File: config.mk
export PLATFORM = sky130hd
export DESIGN_NAME = aes_blok_doldurucu
export DESIGN_NICKNAME = d
export VERILOG_FILES = /design/src/rtl/aes_pkg.sv /design/src/rtl/aes_blok_doldurucu_fifo.sv /design/src/rtl/aes_blok_doldurucu.sv
export SDC_FILE = /design/constraint.sdc
export NUM_CORES = 1
export LEC_CHECK = 0
export ABC_AREA = 1
export CAP_MARGIN = 20
export CORE_AREA = 5 5 181 183
export DETAILED_ROUTE_END_ITERATION = 10
export DIE_AREA = 0 0 186 188
export PLACE_DENSITY = 0.76
export SLEW_MARGIN = 20
export SYNTH_ARGS = -nofsm -noshare
export SYNTH_HDL_FRONTEND = slang
export SYNTH_SLANG_ARGS = --single-unit
File: constraint.sdc
create_clock -name clk -period 8.05 [get_ports clk]
set_clock_uncertainty 0.1 [all_clocks]
set_input_delay 1.61 -clock clk [delete_from_list [all_inputs] [get_ports clk]]
set_output_delay 1.61 -clock clk [all_outputs]
set_load 0.02 [all_outputs]
File: src/rtl/aes_pkg.sv
// Shared AES datapath constants, the FIFO entry layout and a lane helper.
package aes_pkg;

    localparam int unsigned BLOK_BIT  = 128;
    localparam int unsigned BLOK_BAYT = 16;
    localparam int unsigned BAYT_BIT  = 8;
    localparam int unsigned SAYAC_BIT = $clog2(BLOK_BAYT);

    // One queued block: 128-bit payload plus the end-of-message flag.
    typedef struct packed {
        logic [BLOK_BIT-1:0] veri;
        logic                son;
    } fifo_girdi_t;

    // Place a byte in lane k of an otherwise zero block; lane 0 is [127:120].
    function automatic logic [BLOK_BIT-1:0] serit_yerlestir(
        input logic [BAYT_BIT-1:0]  b,
        input logic [SAYAC_BIT-1:0] k
    );
        logic [BLOK_BIT-1:0] w_tepe;
        w_tepe = {b, (BLOK_BIT-BAYT_BIT)'(0)};
        return w_tepe >> {k, 3'b000};
    endfunction

endpackage

File: src/rtl/aes_blok_doldurucu_fifo.sv
// Generic synchronous first-word-fall-through FIFO; head reads 0 when empty.
module senkron_fifo #(
    parameter int unsigned GENISLIK = 129,
    parameter int unsigned DERINLIK = 2
) (
    input  logic                         clk,
    input  logic                         rst,
    input  logic                         yaz,
    input  logic [GENISLIK-1:0]          yaz_veri,
    input  logic                         oku,
    output logic [GENISLIK-1:0]          oku_veri,
    output logic [$clog2(DERINLIK):0]    sayi,
    output logic                         dolu,
    output logic                         bos
);

    localparam int unsigned PW = $clog2(DERINLIK);
    localparam int unsigned CW = PW + 1;

    logic [GENISLIK-1:0] r_bellek [DERINLIK];
    logic [PW-1:0]       r_yaz_ptr;
    logic [PW-1:0]       r_oku_ptr;
    logic [CW-1:0]       r_sayi;
    logic                w_it;
    logic                w_cek;

    assign dolu     = (r_sayi == CW'(DERINLIK));
    assign bos      = (r_sayi == CW'(0));
    assign w_it     = yaz && !dolu;
    assign w_cek    = oku && !bos;
    assign sayi     = r_sayi;
    assign oku_veri = bos ? GENISLIK'(0) : r_bellek[r_oku_ptr];

    // Storage array; contents are don't-care until written.
    always_ff @(posedge clk) begin
        if (w_it) begin
            r_bellek[r_yaz_ptr] <= yaz_veri;
        end
    end

    // Pointers wrap naturally at the power-of-two depth; count holds one extra bit.
    always_ff @(posedge clk) begin
        if (!rst) begin
            r_yaz_ptr <= '0;
            r_oku_ptr <= '0;
            r_sayi    <= '0;
        end else begin
            if (w_it) begin
                r_yaz_ptr <= r_yaz_ptr + PW'(1);
            end
            if (w_cek) begin
                r_oku_ptr <= r_oku_ptr + PW'(1);
            end
            case ({w_it, w_cek})
                2'b10:   r_sayi <= r_sayi + CW'(1);
                2'b01:   r_sayi <= r_sayi - CW'(1);
                default: r_sayi <= r_sayi;
            endcase
        end
    end

endmodule

File: src/rtl/aes_blok_doldurucu.sv
// Packs a byte stream MSB-first into 128-bit blocks, zero-pads on son,
// and queues finished blocks for the AES engine.
module aes_blok_doldurucu
    import aes_pkg::*;
#(
    parameter int unsigned DERINLIK = 2
) (
    input  logic                         clk,
    input  logic                         rst,
    input  logic [BAYT_BIT-1:0]          bayt,
    input  logic                         b_gecerli,
    input  logic                         son,
    output logic                         b_hazir,
    output logic [BLOK_BIT-1:0]          blok,
    output logic                         g_gecerli,
    output logic                         g_son,
    input  logic                         hazir,
    output logic [SAYAC_BIT-1:0]         bayt_sayisi,
    output logic [$clog2(DERINLIK):0]    blok_sayisi
);

    localparam int unsigned GIRDI_BIT = $bits(fifo_girdi_t);

    logic [BLOK_BIT-1:0]      r_toplama;
    logic [SAYAC_BIT-1:0]     r_sayac;
    logic                     w_kabul;
    logic                     w_tamam;
    logic [BLOK_BIT-1:0]      w_yeni;
    fifo_girdi_t              w_girdi;
    fifo_girdi_t              w_cikti;
    logic [GIRDI_BIT-1:0]     w_cikti_vek;
    logic                     w_dolu;
    logic                     w_bos;

    // Ready depends only on reset and registered fill level, never on hazir.
    assign b_hazir = rst && !w_dolu;
    assign w_kabul = b_gecerli && b_hazir;
    assign w_tamam = w_kabul && (son || (r_sayac == SAYAC_BIT'(BLOK_BAYT-1)));

    // Unwritten lanes of the assembly register are always zero, so OR inserts the byte.
    assign w_yeni       = r_toplama | serit_yerlestir(bayt, r_sayac);
    assign w_girdi.veri = w_yeni;
    assign w_girdi.son  = son;

    // Assembly register and lane counter; cleared after each completed block.
    always_ff @(posedge clk) begin
        if (!rst) begin
            r_toplama <= '0;
            r_sayac   <= '0;
        end else if (w_kabul) begin
            if (w_tamam) begin
                r_toplama <= '0;
                r_sayac   <= '0;
            end else begin
                r_toplama <= w_yeni;
                r_sayac   <= r_sayac + SAYAC_BIT'(1);
            end
        end
    end

    senkron_fifo #(
        .GENISLIK (GIRDI_BIT),
        .DERINLIK (DERINLIK)
    ) u_fifo (
        .clk      (clk),
        .rst      (rst),
        .yaz      (w_tamam),
        .yaz_veri (w_girdi),
        .oku      (hazir),
        .oku_veri (w_cikti_vek),
        .sayi     (blok_sayisi),
        .dolu     (w_dolu),
        .bos      (w_bos)
    );

    assign w_cikti     = fifo_girdi_t'(w_cikti_vek);
    assign blok        = w_cikti.veri;
    assign g_son       = w_cikti.son;
    assign g_gecerli   = !w_bos;
    assign bayt_sayisi = r_sayac;

endmodule

==> flow_metrics.py <==
metrics = {
    "route": {
        "first_pass_iters": 5,
        "wl_met3_mm": 3.349,
        "dr.max_layer_used": "met4",
        "routed_wl_mm": 39.10,
        "m1WireLength_mm": 15.79,
        "ant_nets": 0,
        "vias": 11820,
        "drc": 0,
        "vias_per_cell": 5.392,
        "wire_per_inst_um": 17.83,
        "drtIter0Drc": 948,
        "met2WireLength_mm": 18.66,
    },
    "setup_path": {
        "crit_type": "flop to primary output",
        "cp.required_ps": 6340,
        "worst_ep_arrival_time_ps": 3550,
        "critPathMaxFanout": 69,
        "startpoint_type": "flop",
        "worst_setup_path_end_kind": "primary output",
    },
    "synthesis": {
        "synth_area_leader_cell": "edfxtp_1",
        "yosys-top-cells-area": "edfxtp_1, dfxtp_1, nand2_1",
        "synthCells": 1654,
        "ys_warn_count": 0,
        "synth.distinct_cells": 21,
        "yosysSeqAreaShare": 0.6621,
        "synth_area_um2": 15840,
        "yosys_register_bits": 395,
        "synth_top_area_share": 0.4890,
        "synth_area_per_cell_um2": 9.579,
        "postSynthNetCount": 1669,
    },
    "global_routing": {
        "grt_first_pass_wirelength_mm": 61.06,
        "grt_pass1_vias": 11340,
        "gr-usage-all-layers": 0.2196,
        "grt_max_degree": 104,
        "grt_antenna_before_repair": 0,
        "grt_overflow": 0,
    },
    "placement": {
        "hpwl_mm": 24.13,
        "io_buffer_count": 149,
        "gp_congestion": 0.8616,
        "dp_cells": 2124,
    },
    "clock_tree": {
        "cts_htree_levels": 2,
        "cts_sinks": 395,
        "cts_tree": "built",
        "cts_resized": 0,
        "cts.path.max_buffers": 3,
        "numCtsBuffers": 38,
        "cts_setup_buffers": 0,
        "clock_latency_ps": 530,
        "clk_pin_slew_ps": 60,
        "hold_buffers": 0,
        "clockRootBuffer": "clkbuf_16",
    },
    "outcome": {
        "status": "complete, no violations",
    },
    "timing": {
        "setup_viol": 0,
        "timing.hold.ws_ps": 352.6,
        "tightestPinTransition_ps": 887.3,
        "finalSetupTns_ps": 0,
        "slew_headroom": 0.4085,
        "hold_viol_final": 0,
        "period_needed_ps": 5258,
        "max_freq_ghz": 0.1902,
        "slew_viol_final": 0,
        "rsz0062_at_grt": "false",
        "final.period_utilization": 0.6531,
    },
    "finish": {
        "drive_gt1_frac": 0.04634,
        "antenna_cells": 0,
        "instances_no_fill": 2193,
        "area_delta_synth_final_pct": 18.31,
        "final_nets": 1777,
    },
    "flow_run": {
        "maxCapViolCount": 0,
    },
    "power_and_ir_drop": {
        "powerDensity_nw_per_um2": 243.2,
        "peakVddDrop_v": 0.0001822,
        "total_power_mw": 4.558,
        "p_leak_nw": 7.106,
    },
    "die": {
        "core.rowCount": 65,
        "start_util": 0.5100,
        "core_area_um2": 31070,
        "pin_count": 150,
        "dieArea_um2": 34970,
        "die_w_um": 186,
        "die_y_um": 188,
    },
    "min_path": {
        "hold_path.class": "flop to flop",
    },
}
==> cells in the final DEF (no fill, tap or decap), drive strengths merged <==
master and instances:
a21oi 133, o21bai 16, nor2 156, nand3 75
clkbuf 52, clkdlybuf4s50 149, edfxtp 258, o21ai 101
nand2 539, nor3 2, xor2 1, clkinv 14
inv 137, dfxtp 137, clkinvlp 2, buf 14
ha 2, bufinv 3
==> cell usage after synthesis <==
| master | count |
|---|---|
| buf_4 | 5 |
| o21ai_0 | 101 |
| buf_6 | 12 |
| nor3_1 | 2 |
| clkbuf_1 | 54 |
| nor2_1 | 154 |
| buf_1 | 2 |
| nand2_1 | 539 |
| buf_2 | 22 |
| clkinv_1 | 2 |
| ha_1 | 2 |
| nand3_2 | 1 |
| nor2_4 | 2 |
| inv_2 | 4 |
| inv_1 | 133 |
| edfxtp_1 | 258 |
| dfxtp_1 | 137 |
| xor2_1 | 1 |
| o21bai_1 | 16 |
| a21oi_1 | 133 |
| nand3_1 | 74 |
==> layout make-up <==
| class | instances | area [um2] |
|---|---|---|
| Clock buffer | 52 | 1086 |
| Clock inverter | 17 | 162.7 |
| Multi-Input combinational cell | 1025 | 4362 |
| Sequential cell | 395 | 10500 |
| Inverter | 139 | 528.0 |
| Timing Repair Buffer | 163 | 1609 |
| Fill cell | 2527 | 12320 |
| Tap cell | 402 | 503.0 |
==> worst max-delay path, cell delays in order, from the launching register on <==
cell             delay [ps]
dfxtp_4                 580
inv_4                   610
buf_4                   700
nand2_1                 120
a21oi_1                 310
clkdlybuf4s50_1         670
==> final timing paths <==
check	start	endpoint	slack, ps	cells after the start
setup / recovery	flop	blok[86]	2790	5
setup reg to reg	u_fifo.sayi[0]$_SDFFE_PN0P_	u_fifo.r_bellek[0][4]$_DFFE_PP_	4530	7
hold reg to reg	u_fifo.r_oku_ptr$_SDFFE_PN0P_	flop	350	1
hold / removal	u_fifo.r_oku_ptr$_SDFFE_PN0P_	flop	350	1
==> registers in the layout (all words and copies together), names as in the netlist, named ones only <==
register	cells
u_fifo.r_oku_ptr	1
bayt_sayisi	4
u_fifo.sayi	2
u_fifo.r_yaz_ptr	1
r_toplama	128
u_fifo.r_bellek	258
==> power breakdown <==
group,switching [mW],internal [mW]
Sequential,0.0244,2.18
Combinational,0.380,0.198
Clock,0.735,1.04
==> routing by layer <==
metal	GRT usage	vias up
li1	-	5590
met1	0.3055	5657
met4	0.07399	0
met5	0	-
met3	0.03802	75
met2	0.3514	502
==> cell families after synthesis <==
logic type | synth area share
and+or+nand+nor | 0.1902
DFF | 0.6621
AOI/OAI and AO/OA | 0.08150
buffers and inverters | 0.06405
adders and majority gates | 0.001579
xor gates and xnor gates | 0.0005529
==> per-stage QoR <==
| stage | setup slack [ps] | instance area [um2] | utilization |
|---|---|---|---|
| after floorplan | 11.38 | 15840 | - |
| after global placement | 2909 | 17500 | 0.5632 |
| after detailed placement | 2859 | 17500 | 0.5632 |
| after CTS | 2740 | 18750 | 0.6034 |
| after global routing | 2592 | 18750 | 0.6034 |
| final | 2792 | 18750 | 0.6034 |
(Power assumes the default switching activity.)
